## src/rtl/cpu_ctrl_pkg.sv

```systemverilog
// Shared definitions for the multi-cycle CPU control path: opcodes, FSM states,
// datapath select codes and the decoded control word.
package cpu_ctrl_pkg;

  localparam logic [2:0] OP_RTYPE = 3'b000;
  localparam logic [2:0] OP_ADDI  = 3'b001;
  localparam logic [2:0] OP_SUBI  = 3'b010;
  localparam logic [2:0] OP_ST    = 3'b011;
  localparam logic [2:0] OP_LD    = 3'b100;
  localparam logic [2:0] OP_JMP   = 3'b101;
  localparam logic [2:0] OP_BEQ   = 3'b110;
  localparam logic [2:0] OP_HALT  = 3'b111;

  // Opcodes the sequencer forces onto the ALU control decoder.
  localparam logic [2:0] ALU_RTYPE = 3'b000;
  localparam logic [2:0] ALU_ADD   = 3'b001;
  localparam logic [2:0] ALU_SUB   = 3'b110;

  localparam logic [1:0] SRCB_REG = 2'b00;
  localparam logic [1:0] SRCB_ONE = 2'b01;
  localparam logic [1:0] SRCB_IMM = 2'b10;

  localparam logic [1:0] PCSRC_ALU    = 2'b00;
  localparam logic [1:0] PCSRC_ALUOUT = 2'b01;
  localparam logic [1:0] PCSRC_JUMP   = 2'b10;

  typedef enum logic [3:0] {
    S_FETCH    = 4'd0,
    S_DECODE   = 4'd1,
    S_EXEC_R   = 4'd2,
    S_EXEC_I   = 4'd3,
    S_MEM_ADDR = 4'd4,
    S_MEM_RD   = 4'd5,
    S_MEM_WR   = 4'd6,
    S_WB_R     = 4'd7,
    S_WB_I     = 4'd8,
    S_WB_MEM   = 4'd9,
    S_BRANCH   = 4'd10,
    S_JUMP     = 4'd11,
    S_HALT     = 4'd12
  } state_t;

  // Moore part of the control word; fetch/branch flag states needing input qualification.
  typedef struct packed {
    logic       fetch;
    logic       branch;
    logic       pc_we;
    logic [1:0] pc_src;
    logic       iord;
    logic       mem_re;
    logic       mem_we;
    logic       reg_we;
    logic       reg_dst;
    logic       mem_to_reg;
    logic       alu_src_a;
    logic [1:0] alu_src_b;
    logic [2:0] alu_opcode;
    logic       halted;
  } ctrl_t;

  function automatic logic is_mem_state(input state_t s);
    return (s == S_FETCH) || (s == S_MEM_RD) || (s == S_MEM_WR);
  endfunction

endpackage

```

## src/rtl/cpu_seq_outdec.sv

```systemverilog
// Combinational state-to-control-word decoder for the CPU sequencer.
// Only the opcode pass-through in EXEC_I looks at anything besides the state.
module cpu_seq_outdec
  import cpu_ctrl_pkg::*;
(
  input  logic [3:0] state,
  input  logic [2:0] opcode,
  output ctrl_t      ctrl
);

  // Control word per state; unlisted fields stay idle with the ALU adding.
  always_comb begin
    ctrl            = '0;
    ctrl.pc_src     = PCSRC_ALU;
    ctrl.alu_src_b  = SRCB_REG;
    ctrl.alu_opcode = ALU_ADD;
    case (state)
      S_FETCH: begin
        ctrl.fetch     = 1'b1;
        ctrl.mem_re    = 1'b1;
        ctrl.iord      = 1'b0;
        ctrl.alu_src_a = 1'b0;
        ctrl.alu_src_b = SRCB_ONE;
      end
      S_DECODE: begin
        ctrl.alu_src_a = 1'b0;
        ctrl.alu_src_b = SRCB_IMM;
      end
      S_EXEC_R: begin
        ctrl.alu_src_a  = 1'b1;
        ctrl.alu_src_b  = SRCB_REG;
        ctrl.alu_opcode = ALU_RTYPE;
      end
      S_EXEC_I: begin
        ctrl.alu_src_a  = 1'b1;
        ctrl.alu_src_b  = SRCB_IMM;
        ctrl.alu_opcode = opcode;
      end
      S_MEM_ADDR: begin
        ctrl.alu_src_a = 1'b1;
        ctrl.alu_src_b = SRCB_IMM;
      end
      S_MEM_RD: begin
        ctrl.iord   = 1'b1;
        ctrl.mem_re = 1'b1;
      end
      S_MEM_WR: begin
        ctrl.iord   = 1'b1;
        ctrl.mem_we = 1'b1;
      end
      S_WB_R: begin
        ctrl.reg_we  = 1'b1;
        ctrl.reg_dst = 1'b1;
      end
      S_WB_I: begin
        ctrl.reg_we  = 1'b1;
        ctrl.reg_dst = 1'b0;
      end
      S_WB_MEM: begin
        ctrl.reg_we     = 1'b1;
        ctrl.reg_dst    = 1'b0;
        ctrl.mem_to_reg = 1'b1;
      end
      S_BRANCH: begin
        ctrl.branch     = 1'b1;
        ctrl.alu_src_a  = 1'b1;
        ctrl.alu_src_b  = SRCB_REG;
        ctrl.alu_opcode = ALU_SUB;
        ctrl.pc_src     = PCSRC_ALUOUT;
      end
      S_JUMP: begin
        ctrl.pc_we  = 1'b1;
        ctrl.pc_src = PCSRC_JUMP;
      end
      S_HALT: begin
        ctrl.halted = 1'b1;
      end
      default: begin
        ctrl.alu_opcode = ALU_ADD;
      end
    endcase
  end

endmodule

```

## src/rtl/cpu_seq_ctrl.sv

```systemverilog
// Multi-cycle main control FSM: fetch/decode/execute/memory/writeback sequencing
// with a ready handshake, memory-timeout watchdog and halt/run control.
module cpu_seq_ctrl
  import cpu_ctrl_pkg::*;
#(
  parameter int MEM_TIMEOUT = 15,
  parameter int CNT_W       = 4
) (
  input  logic       clk,
  input  logic       rst,
  input  logic [2:0] opcode,
  input  logic       zero,
  input  logic       mem_ready,
  input  logic       run,
  output logic       ir_we,
  output logic       pc_we,
  output logic       pc_cond_we,
  output logic [1:0] pc_src,
  output logic       iord,
  output logic       mem_re,
  output logic       mem_we,
  output logic       reg_we,
  output logic       reg_dst,
  output logic       mem_to_reg,
  output logic       alu_src_a,
  output logic [1:0] alu_src_b,
  output logic [2:0] alu_opcode,
  output logic       halted,
  output logic       err,
  output logic [3:0] state
);

  localparam logic [CNT_W-1:0] TO_CNT  = CNT_W'(MEM_TIMEOUT);
  localparam logic [CNT_W-1:0] CNT_MAX = '1;
  localparam bit               TO_EN   = (MEM_TIMEOUT != 0);

  state_t           state_r;
  state_t           next_s;
  logic [CNT_W-1:0] cnt_r;
  logic             err_r;
  logic             mem_state_s;
  logic             timeout_s;
  ctrl_t            dec_s;

  cpu_seq_outdec u_outdec (
    .state  (state_r),
    .opcode (opcode),
    .ctrl   (dec_s)
  );

  // Timeout fires only while an access is still pending; a late ready wins.
  always_comb begin
    mem_state_s = is_mem_state(state_r);
    timeout_s   = TO_EN && mem_state_s && !mem_ready && (cnt_r == TO_CNT);
  end

  // Next-state selection.
  always_comb begin
    next_s = state_r;
    case (state_r)
      S_FETCH: begin
        if (mem_ready) begin
          next_s = S_DECODE;
        end else if (timeout_s) begin
          next_s = S_HALT;
        end else begin
          next_s = S_FETCH;
        end
      end
      S_DECODE: begin
        case (opcode)
          OP_RTYPE:         next_s = S_EXEC_R;
          OP_ADDI, OP_SUBI: next_s = S_EXEC_I;
          OP_ST, OP_LD:     next_s = S_MEM_ADDR;
          OP_BEQ:           next_s = S_BRANCH;
          OP_JMP:           next_s = S_JUMP;
          OP_HALT:          next_s = S_HALT;
          default:          next_s = S_FETCH;
        endcase
      end
      S_EXEC_R: next_s = S_WB_R;
      S_EXEC_I: next_s = S_WB_I;
      S_MEM_ADDR: begin
        if (opcode == OP_LD) begin
          next_s = S_MEM_RD;
        end else begin
          next_s = S_MEM_WR;
        end
      end
      S_MEM_RD: begin
        if (mem_ready) begin
          next_s = S_WB_MEM;
        end else if (timeout_s) begin
          next_s = S_HALT;
        end else begin
          next_s = S_MEM_RD;
        end
      end
      S_MEM_WR: begin
        if (mem_ready) begin
          next_s = S_FETCH;
        end else if (timeout_s) begin
          next_s = S_HALT;
        end else begin
          next_s = S_MEM_WR;
        end
      end
      S_WB_R, S_WB_I, S_WB_MEM, S_BRANCH, S_JUMP: next_s = S_FETCH;
      S_HALT: begin
        if (run && !err_r) begin
          next_s = S_FETCH;
        end else begin
          next_s = S_HALT;
        end
      end
      default: next_s = S_FETCH;
    endcase
  end

  // State register, sticky error flag and saturating wait counter.
  always_ff @(posedge clk or posedge rst) begin
    if (rst) begin
      state_r <= S_FETCH;
      cnt_r   <= '0;
      err_r   <= 1'b0;
    end else begin
      state_r <= next_s;
      if (timeout_s) begin
        err_r <= 1'b1;
      end
      // Any state change restarts the count, so each memory state enters at zero.
      if (next_s != state_r) begin
        cnt_r <= '0;
      end else if (mem_state_s && !mem_ready && (cnt_r != CNT_MAX)) begin
        cnt_r <= cnt_r + CNT_W'(1);
      end
    end
  end

  // Output qualification; reset forces the idle word without waiting for a clock.
  always_comb begin
    if (rst) begin
      ir_we      = 1'b0;
      pc_we      = 1'b0;
      pc_cond_we = 1'b0;
      pc_src     = PCSRC_ALU;
      iord       = 1'b0;
      mem_re     = 1'b0;
      mem_we     = 1'b0;
      reg_we     = 1'b0;
      reg_dst    = 1'b0;
      mem_to_reg = 1'b0;
      alu_src_a  = 1'b0;
      alu_src_b  = SRCB_REG;
      alu_opcode = ALU_ADD;
      halted     = 1'b0;
    end else begin
      ir_we      = dec_s.fetch & mem_ready;
      pc_we      = dec_s.pc_we | (dec_s.fetch & mem_ready);
      pc_cond_we = dec_s.branch & zero;
      pc_src     = dec_s.pc_src;
      iord       = dec_s.iord;
      mem_re     = dec_s.mem_re & !timeout_s;
      mem_we     = dec_s.mem_we & !timeout_s;
      reg_we     = dec_s.reg_we;
      reg_dst    = dec_s.reg_dst;
      mem_to_reg = dec_s.mem_to_reg;
      alu_src_a  = dec_s.alu_src_a;
      alu_src_b  = dec_s.alu_src_b;
      alu_opcode = dec_s.alu_opcode;
      halted     = dec_s.halted;
    end
  end

  assign err   = err_r;
  assign state = state_r;

endmodule

```

## config.mk

```make
export PLATFORM = sky130hd
export DESIGN_NAME = cpu_seq_ctrl
export DESIGN_NICKNAME = d
export VERILOG_FILES = /design/src/rtl/cpu_ctrl_pkg.sv /design/src/rtl/cpu_seq_outdec.sv /design/src/rtl/cpu_seq_ctrl.sv
export SDC_FILE = /design/constraint.sdc
export NUM_CORES = 1
export LEC_CHECK = 0
export BUFFER_PORTS_ARGS = -buffer_cell sky130_fd_sc_hd__buf_2
export CELL_PAD_IN_SITES_DETAIL_PLACEMENT = 1
export CELL_PAD_IN_SITES_GLOBAL_PLACEMENT = 2
export CORE_MARGIN = 2
export CORE_UTILIZATION = 30
export CTS_CLUSTER_SIZE = 16
export DETAILED_ROUTE_END_ITERATION = 10
export GPL_TIMING_DRIVEN = 0
export PLACE_DENSITY = 0.79
export SETUP_SLACK_MARGIN = 0.05
export SLEW_MARGIN = 15
export SYNTH_ARGS = -nofsm -noshare
export SYNTH_HDL_FRONTEND = slang
export SYNTH_HIERARCHICAL = 1
export SYNTH_SLANG_ARGS = --single-unit
```

## constraint.sdc

```tcl
create_clock -name clk -period 2.1 [get_ports clk]
set_input_delay 0.42 -clock clk [delete_from_list [all_inputs] [get_ports clk]]
set_output_delay 0.42 -clock clk [all_outputs]
set_load 0.03 [all_outputs]
```

==> out/results.ini, run 1 <==
[clock_tree]
cts_tree = done
htreeDepth = 1
cts-buffers-inserted = 3
ctsHoldBuffers = 0
root_buffer = clkbuf_8
cts.sinks = 9
clkLatencyLatePin_ns = 0.23
cts_buffer_depth = 2
clkTransAtPathRegs_ns = 0.05

[logic_synthesis]
synth-edff-count = 0
synth_ff_type = dfrtp_1
yosysSeqAreaShare = 0.1865
synth.ff_latch_count = 9
syn_area_um2 = 1207
ys_async_sr_fraction = 1.000
yosys_warnings = 6
avgSynthCellArea_um2 = 7.690
yosysUniqueCellTypes = 47
netlist_instances = 157
syn-num-nets = 171

[worst_hold_path]
worstHoldPathType = in -> async

[floorplan]
die_area_um2 = 4548
core_um2 = 3943
rows = 23
io_pins = 31
start_util = 0.3063
die_w_um = 67.44
dieHeight_um = 67.44

[placed_design]
gp_congestion = 0.7577
place_hpwl_mm = 2.874
io_buffers = 30
placed_area_um2 = 1439

[route]
via_count = 1326
drc_errors = 0
drt_iter0_drc = 61
viasPerCell = 5.241
wire_per_inst_um = 16.52
first_pass_iters = 4
ant_nets = 0
detail_route.wirelength_mm = 4.179

[worst_setup_path]
critical_path_buf_inv_count = 2
cp_cell_sequence = buf_12 -> nor4b_4 -> a22oi_2 -> nor2_4 -> nor3b_2 -> buf_4
reg2reg_depth = 7
cp_max_fo = 3
start_kind = flip-flop
critPathCapture = mem_re
critPathTopFamily = simple AND/OR/NAND/NOR gates
worstReg2RegStart = state[2]
max_stage_delay_ns = 0.43
required_ns = 1.68
worstSetupStartpoint = state[3]
cp_slowest_cell = dfrtp_2
critical_path_class = reg -> out
rr_endpoint = cnt_r[2]
end_kind = output port
cp.depth = 6
cp_data_arrival_time_ns = 1.70
r2r_slack_ns = 0.11

[grt]
grt_usage = 0.1748
grt_util_met1 = 0.2150
grt_max_degree = 13
grtUsageMet3 = 0.005000
top_usage_layer = met2
antenna_found_initial = 0
grt_pass1_wl_mm = 6.203
use_met2 = 0.3391
grt-ovfl-total = 0
grt_pass1_vias = 1317

[power]
p_leak_nw = 0.7885
powerDensity_nw_per_um2 = 1454
p_total_mw = 2.539
peakVddDrop_uv = 367.9

[layout]
drive_gt1_frac = 0.4433
final_area_um2 = 1745
synthToLayoutAreaGrowth_pct = 44.56
final_nets = 218
final_util = 0.4427
fillers = 474
num_antenna_cells = 0

[sta]
worst_pin_slew_ns = 0.5203
fin_skew_ns = 0.001673
whs_ns = 0.2370
finalHoldViolations = 0
relSlewSlack = 0.6531
period_share = 1.007
min_period_ns = 2.115
setup_viol = 3
layout_setup_ws_ns = -0.01510
grt_setup_unrepaired = yes
slew_violations = 0
timing.fmax_mhz = 472.8

[run]
maxCapViolations = 0

[run_status]
status = finished, violations left
violations = negative setup slack

[where the power goes]
part / switching, mW / internal, mW
clock: 0.0751 / 0.133
combinational: 1.14 / 0.900
sequential: 0.0618 / 0.226
total: 1.28 / 1.26
[worst reg2reg max path, stage by stage, from the launching register on]
cell      delay (ns)
dfrtp_1         0.43
buf_6           0.17
nor4b_4         0.14
buf_4           0.14
a22o_4          0.27
a211oi_4        0.29
o311ai_4        0.17
nor4b_2         0.29
[worst min-delay path by stage]
stage                to  startpoint
2_1_floorplan  cnt_r[0]         rst
3_3_place_gp        err         err
3_5_place_dp        err         err
4_1_cts             err         rst
5_1_grt        cnt_r[1]         rst
6_report       cnt_r[1]         rst
[logic make-up after synthesis]
| family | count (synthesis) | synth area share |
|---|---|---|
| flip-flops | 9 | 0.1865 |
| multiplexers | 2 | 0.01658 |
| adder cells (fa/ha/maj) | 6 | 0.06217 |
| XOR/XNOR | 4 | 0.02902 |
| AO/OA/AOI/OAI | 32 | 0.1907 |
| AND/OR/NAND/NOR | 82 | 0.4104 |
| buffers and inverters | 22 | 0.1047 |
[metal layers]
layer / wire length [um] / part of all wire / vias up
met2: 2228 / 0.53 / 31
met3: 102 / 0.024 / 2
met1: 1834 / 0.44 / 650
met5: 0 / 0 / -
li1: - / - / 643
met4: 14 / 0.0034 / 0
[repair_timing]
item                       4_1_cts  5_1_grt
setup buffers                    9        3
gates resized for setup         19       25
pin swaps                        5        7
hold endpoints to repair         0        0
setup endpoints to repair        8       14
[flip-flops by register name (all words and copies together), names as in the netlist]
register	flops
cnt_r	4
err	1
state	4
[synthesized netlist by cell type, types with 2 or more instances]
library cell	number	area, um^2
buf_4	5	37.54
nand2_1	7	26.28
o21ai_0	6	30.03
buf_6	2	22.52
nor3b_1	4	30.03
nand3b_1	2	15.01
buf_2	7	35.03
nor3_1	11	55.05
a21oi_1	9	45.04
a2111oi_0	2	17.52
o32ai_1	2	17.52
mux2i_1	2	20.02
dfrtp_1	9	225.2
inv_1	6	22.52
nand3_1	6	30.03
nor2_1	13	48.80
and3_1	3	18.77
xnor2_1	3	26.28
or2_2	2	12.51
ha_1	6	75.07
nand2b_1	13	81.33
nor2b_1	12	75.07
[area by class of cell]
cell class                      count  area [um^2]  area share
Clock buffer                        4        45.04     0.02581
Tap cell                           50        62.56     0.03584
Inverter                            6        22.52     0.01290
Buffer                             16        131.4     0.07527
Sequential cell                     9        229.0      0.1312
Timing Repair Buffer               42        286.5      0.1642
Multi-Input combinational cell    126        968.4      0.5548
[cell usage in the layout (no fill, tap or decap), drive strengths merged, types with 2 or more instances in the layout]
cell     synthesis  final
a2111oi          2      2
a21oi           10     10
and3             3      3
buf             14     54
clkbuf           2      8
dfrtp            9      9
ha               6      6
inv              6      6
mux2i            2      2
nand2            7      7
nand2b          14     14
nand3            6      6
nand3b           2      2
nor2            13     13
nor2b           12     12
nor3            12     12
nor3b            4      4
nor4b            2      2
o21ai            6      6
o311ai           2      2
o32ai            2      2
or2              2      2
xnor2            3      3
[stage by stage]
stage	setup TNS, ns	instances	setup slack (ns)
after floorplan	0	157	0.05313
after global placement	-0.2965	237	-0.08026
after detailed placement	-0.3343	237	-0.1081
after CTS	0	250	0.01548
after global routing	-0.2434	253	-0.07514
final	-0.02162	253	-0.01510
Note: power is estimated with default switching activity, not from simulation.
==> run 2, diff against run 1 <==
--- a/config.mk
+++ b/config.mk
@@ -5,17 +5,17 @@
 export SDC_FILE = /design/constraint.sdc
 export NUM_CORES = 1
 export LEC_CHECK = 0
+export ABC_AREA = 1
 export BUFFER_PORTS_ARGS = -buffer_cell sky130_fd_sc_hd__buf_2
 export CELL_PAD_IN_SITES_DETAIL_PLACEMENT = 1
 export CELL_PAD_IN_SITES_GLOBAL_PLACEMENT = 2
 export CORE_MARGIN = 2
-export CORE_UTILIZATION = 30
+export CORE_UTILIZATION = 26
 export CTS_CLUSTER_SIZE = 16
 export DETAILED_ROUTE_END_ITERATION = 10
 export GPL_TIMING_DRIVEN = 0
-export PLACE_DENSITY = 0.79
-export SETUP_SLACK_MARGIN = 0.05
-export SLEW_MARGIN = 15
+export PLACE_DENSITY = 0.77
+export SLEW_MARGIN = 20
 export SYNTH_ARGS = -nofsm -noshare
 export SYNTH_HDL_FRONTEND = slang
 export SYNTH_HIERARCHICAL = 1
==> out/results.ini, run 2 <==
[worst_setup_path]
required_ns = 1.68
cp_cell_sequence = buf_2 -> nor2_2 -> nand2_1 -> nand2_1 -> nand2_1 -> or2_2 -> buf_2
cp_max_fo = 6
cp_data_arrival_time_ns = 1.71
max_stage_delay_ns = 0.49
critical_path_buf_inv_count = 2
cp_slowest_cell = dfrtp_2
critical_path_class = reg -> out
end_kind = output port
critPathTopFamily = simple AND/OR/NAND/NOR gates
critPathMostFrequentCell = nand2_1
start_kind = flip-flop

[placed_design]
gp_congestion = 0.7644
place_hpwl_mm = 2.901
io_buffers = 29

[floorplan]
start_util = 0.2674
die_area_um2 = 5363
rows = 25
die_w_um = 73.23
core_um2 = 4661
dieHeight_um = 73.23
io_pins = 31

[sta]
worst_pin_slew_ns = 0.4287
layout_setup_ws_ns = -0.02714
min_period_ns = 2.127
grt_setup_unrepaired = yes
setup_tns_ns = -0.03577
relSlewSlack = 0.7142
setup_viol = 3
finalHoldViolations = 0
period_share = 1.013
whs_ns = 0.3412
slew_violations = 0
fin_skew_ns = 0.0009083
timing.fmax_mhz = 470.1

[power]
powerDensity_nw_per_um2 = 1294
peakVddDrop_uv = 295.2
p_leak_nw = 1.001

[layout]
synthToLayoutAreaGrowth_pct = 41.06
final_cell_mix = 59 x nand2_1, 34 x inv_1, 32 x nor2_1
final_nets = 290
final_common_cell = nand2_1
num_antenna_cells = 0
drive_gt1_frac = 0.3818

[grt]
grt-ovfl-total = 0
grt_pass1_wl_mm = 6.603
grt_max_degree = 11
grt_pass1_vias = 1432
antenna_found_initial = 0
grt_usage = 0.1546

[clock_tree]
ctsHoldBuffers = 0
cts-buffers-inserted = 3
clkTransAtPathRegs_ns = 0.04
clkLatencyLatePin_ns = 0.23
cts_tree = done
root_buffer = clkbuf_8
htreeDepth = 1
cts.sinks = 9
cts_buffer_depth = 2

[logic_synthesis]
synthTopCellsByArea = nand2_1 18%, dfrtp_1 18%, inv_1 10%, nor2_1 10%, nand3_1 6.8%
synth_top_cell_area_share = 0.1837
yosys_warnings = 6
synth_top_cells_by_count = 61 x nand2_1, 34 x inv_1, 34 x nor2_1
synth.ff_latch_count = 9
synth_ff_type = dfrtp_1
yosysUniqueCellTypes = 27
netlist_instances = 220
synth-edff-count = 0
syn-num-nets = 234
yosysMostFrequentCell = nand2_1
synth_top_cell_by_area = nand2_1
syn_area_um2 = 1246
ys_async_sr_fraction = 1.000
yosysSeqAreaShare = 0.1807
avgSynthCellArea_um2 = 5.665

[route]
drc_errors = 0
detail_route.wirelength_mm = 4.024
first_pass_iters = 4
via_count = 1440
wire_per_inst_um = 12.23
drt_iter0_drc = 28
viasPerCell = 4.377
ant_nets = 0

[run_status]
status = finished, violations left
violations = negative setup slack

[run]
maxCapViolations = 0

[worst_hold_path]
worstHoldPathType = in -> async

## run 2: final cells by class
| type | instances | area (um^2) |
|---|---|---|
| Clock buffer | 4 | 45.04 |
| Sequential cell | 9 | 230.2 |
| Fill cell | 649 | 2903 |
| Timing Repair Buffer | 51 | 326.6 |
| Buffer | 6 | 37.54 |
| Inverter | 44 | 167.7 |
| Tap cell | 54 | 67.56 |
| Multi-Input combinational cell | 161 | 883.3 |
## run 2: final timing paths
kind | from | endpoint | slack (ns) | cells after the start
max in group asynchronous | rst | state[2] | 1.46 | 2
min in group clk | err | err | 0.47 | 2
min | rst | err | 0.34 | 2
max | state[0] | alu_opcode[0] | -0.03 | 7
min reg2reg | err | err | 0.47 | 2
max reg2reg | state[3] | cnt_r[3] | 0.21 | 11
## run 2: repair_timing
| action | CTS | global route |
|---|---|---|
| resized for setup | 14 | 13 |
| endpoints found under the setup margin | 6 | 9 |
| cloned | 0 | 0 |
| setup buffers | 14 | 8 |
| pin swaps | 2 | 4 |
## run 2: power breakdown
group	internal (mW)	total (mW)	switching, mW	leakage, nW
clock network	0.132	0.197	0.0649	0.0228
registers	0.221	0.322	0.100	0.110
logic	0.668	1.76	1.09	0.867
## run 2: per-layer routing
layer  share of wire  track usage  up-vias
li1                -            -      763
met1            0.49       0.2137      658
met2            0.49       0.2603       17
met3           0.018      0.01381        2
met4          0.0045      0.03292        0
met5               0            0        -
## run 2: per-stage QoR
stage / power, mW / utilization / instances / cell area, um^2 / worst slack, ns
2_1_floorplan: 1.374 / - / 220 / 1250 / 0.06320
3_3_place_gp: 1.691 / 0.3138 / 303 / 1463 / 0.09773
3_5_place_dp: 1.695 / 0.3138 / 303 / 1463 / 0.08446
4_1_cts: 2.138 / 0.3549 / 321 / 1654 / -0.01424
5_1_grt: 2.490 / 0.3772 / 329 / 1758 / -0.1408
6_report: 2.275 / 0.3772 / 329 / 1758 / -0.02714
## run 2: cells by family after synthesis
group,after synthesis,share of synthesized area
adders and majority gates,6,0.06024
and+or+nand+nor,144,0.5382
buffers and inverters,50,0.1606
DFF,9,0.1807
xor gates and xnor gates,3,0.02109
AOI/OAI and AO/OA,8,0.03916
==> run 3, diff against run 2 <==
--- a/config.mk
+++ b/config.mk
@@ -6,9 +6,10 @@
 export NUM_CORES = 1
 export LEC_CHECK = 0
 export ABC_AREA = 1
-export BUFFER_PORTS_ARGS = -buffer_cell sky130_fd_sc_hd__buf_2
+export BUFFER_PORTS_ARGS = -buffer_cell sky130_fd_sc_hd__buf_4
 export CELL_PAD_IN_SITES_DETAIL_PLACEMENT = 1
 export CELL_PAD_IN_SITES_GLOBAL_PLACEMENT = 2
+export CORE_ASPECT_RATIO = 1.75
 export CORE_MARGIN = 2
 export CORE_UTILIZATION = 26
 export CTS_CLUSTER_SIZE = 16
==> out/results.ini, run 3 (synthesized netlist as in run 2, its figures left out) <==
[worst_setup_path]
cp_max_fo = 6
cp.depth = 10
cp_cell_sequence = inv_2 -> nor2_2 -> nand2_2 -> nand2_2 -> o21ai_4 -> nor2_1 -> inv_1 -> nand2_1 -> nor2_1 -> buf_4
worstReg2RegStart = cnt_r[0]
critical_path_class = reg -> out
end_kind = output port
max_stage_delay_ns = 0.48
critPathCapture = mem_re
required_ns = 1.68
critical_path_buf_inv_count = 3
critPathTopFamily = flip-flops
reg2reg_depth = 9
cp_slowest_cell = dfrtp_2
cp_data_arrival_time_ns = 1.68
worstSetupStartpoint = state[0]
r2r_slack_ns = 0.30
rr_endpoint = cnt_r[1]
start_kind = flip-flop

[sta]
grt_setup_unrepaired = yes
layout_setup_ws_ns = 0.002670
timing.fmax_mhz = 476.8
min_period_ns = 2.097
relSlewSlack = 0.6739
period_share = 0.9987
worst_pin_slew_ns = 0.4892
setup_tns_ns = 0
fin_skew_ns = 0.003043
finalHoldViolations = 0
slew_violations = 0
setup_viol = 0

[layout]
final_util = 0.4028
drive_gt1_frac = 0.4029
num_antenna_cells = 0
synthToLayoutAreaGrowth_pct = 50.80
final_common_cell = nand2_1
multi_input_area_um2 = 905.9
final_area_um2 = 1879
fillers = 643
final_nets = 293
area.sequential_um2 = 230.2
final_cell_mix = 58 x nand2_1, 51 x buf_4, 33 x inv_1

[floorplan]
start_util = 0.2671
io_pins = 31
rows = 33
die_w_um = 56.34
core_um2 = 4666
die_area_um2 = 5385
dieHeight_um = 95.59

[grt]
grt_pass1_vias = 1603
grt_max_degree = 11
grt_usage = 0.1650
antenna_found_initial = 0
grt-ovfl-total = 0
grt_pass1_wl_mm = 7.072

[power]
peakVddDrop_uv = 826.1
p_total_mw = 2.462
p_leak_nw = 1.037
powerDensity_nw_per_um2 = 1310

[clock_tree]
root_buffer = clkbuf_8
cts-buffers-inserted = 3
ctsHoldBuffers = 0
cts_buffer_depth = 2
clkTransAtPathRegs_ns = 0.05
clkLatencyLatePin_ns = 0.24
cts_tree = done
cts.sinks = 9
htreeDepth = 1

[placed_design]
place_hpwl_mm = 3.080
placed_area_um2 = 1533
io_buffers = 29
preCtsSetupSlack_ns = 0.08379
gp_congestion = 0.7921

[route]
ant_nets = 0
first_pass_iters = 4
detail_route.wirelength_mm = 4.105
via_count = 1482
viasPerCell = 4.491
wire_per_inst_um = 12.44
drc_errors = 0
drt_iter0_drc = 18

[run_status]
status = finished, final reports clean

[worst_hold_path]
worstHoldPathType = in -> async

[run]
maxCapViolations = 0

run 3: what timing repair did:
| item | in CTS | in global routing |
|---|---|---|
| gates resized for setup | 16 | 14 |
| endpoints found under the setup margin | 6 | 9 |
| pin swaps | 6 | 4 |
| setup buffers | 19 | 7 |
run 3: worst min-delay path by stage:
stage	startpoint	endpoint	slack, ns
3_5_place_dp	err	err	0.48
3_3_place_gp	err	err	0.48
5_1_grt	rst	state[0]	0.44
2_1_floorplan	rst	cnt_r[0]	0.46
4_1_cts	rst	cnt_r[0]	0.38
6_report	rst	state[0]	0.37
run 3: power by group:
part / total [mW] / internal, mW / leakage [nW] / switching (mW)
logic: 1.94 / 0.794 / 0.904 / 1.15
clock network: 0.205 / 0.133 / 0.0228 / 0.0727
registers: 0.316 / 0.222 / 0.110 / 0.0949
total: 2.46 / 1.15 / 1.04 / 1.31
run 3: final cells by class:
type / instances / area share
buffer: 5 / 0.01798
clock buffer: 4 / 0.02397
inverter: 44 / 0.08921
multi-input combinational: 161 / 0.4820
sequential: 9 / 0.1225
tap: 52 / 0.03462
timing repair buffer: 55 / 0.2297
run 3: metal layers:
metal  track usage  routed length [um]
met1        0.1635                1516
met2        0.3451                2391
met4       0.06151                 102
met5             0                   0
met3       0.01085                  94
run 3: through the flow:
step | hold WS (ns) | instances
final | 0.3728 | 330
after global routing | 0.4441 | 330
after CTS | 0.3819 | 324
after detailed placement | 0.4846 | 301
after global placement | 0.4769 | 301
after floorplan | 0.4617 | 220
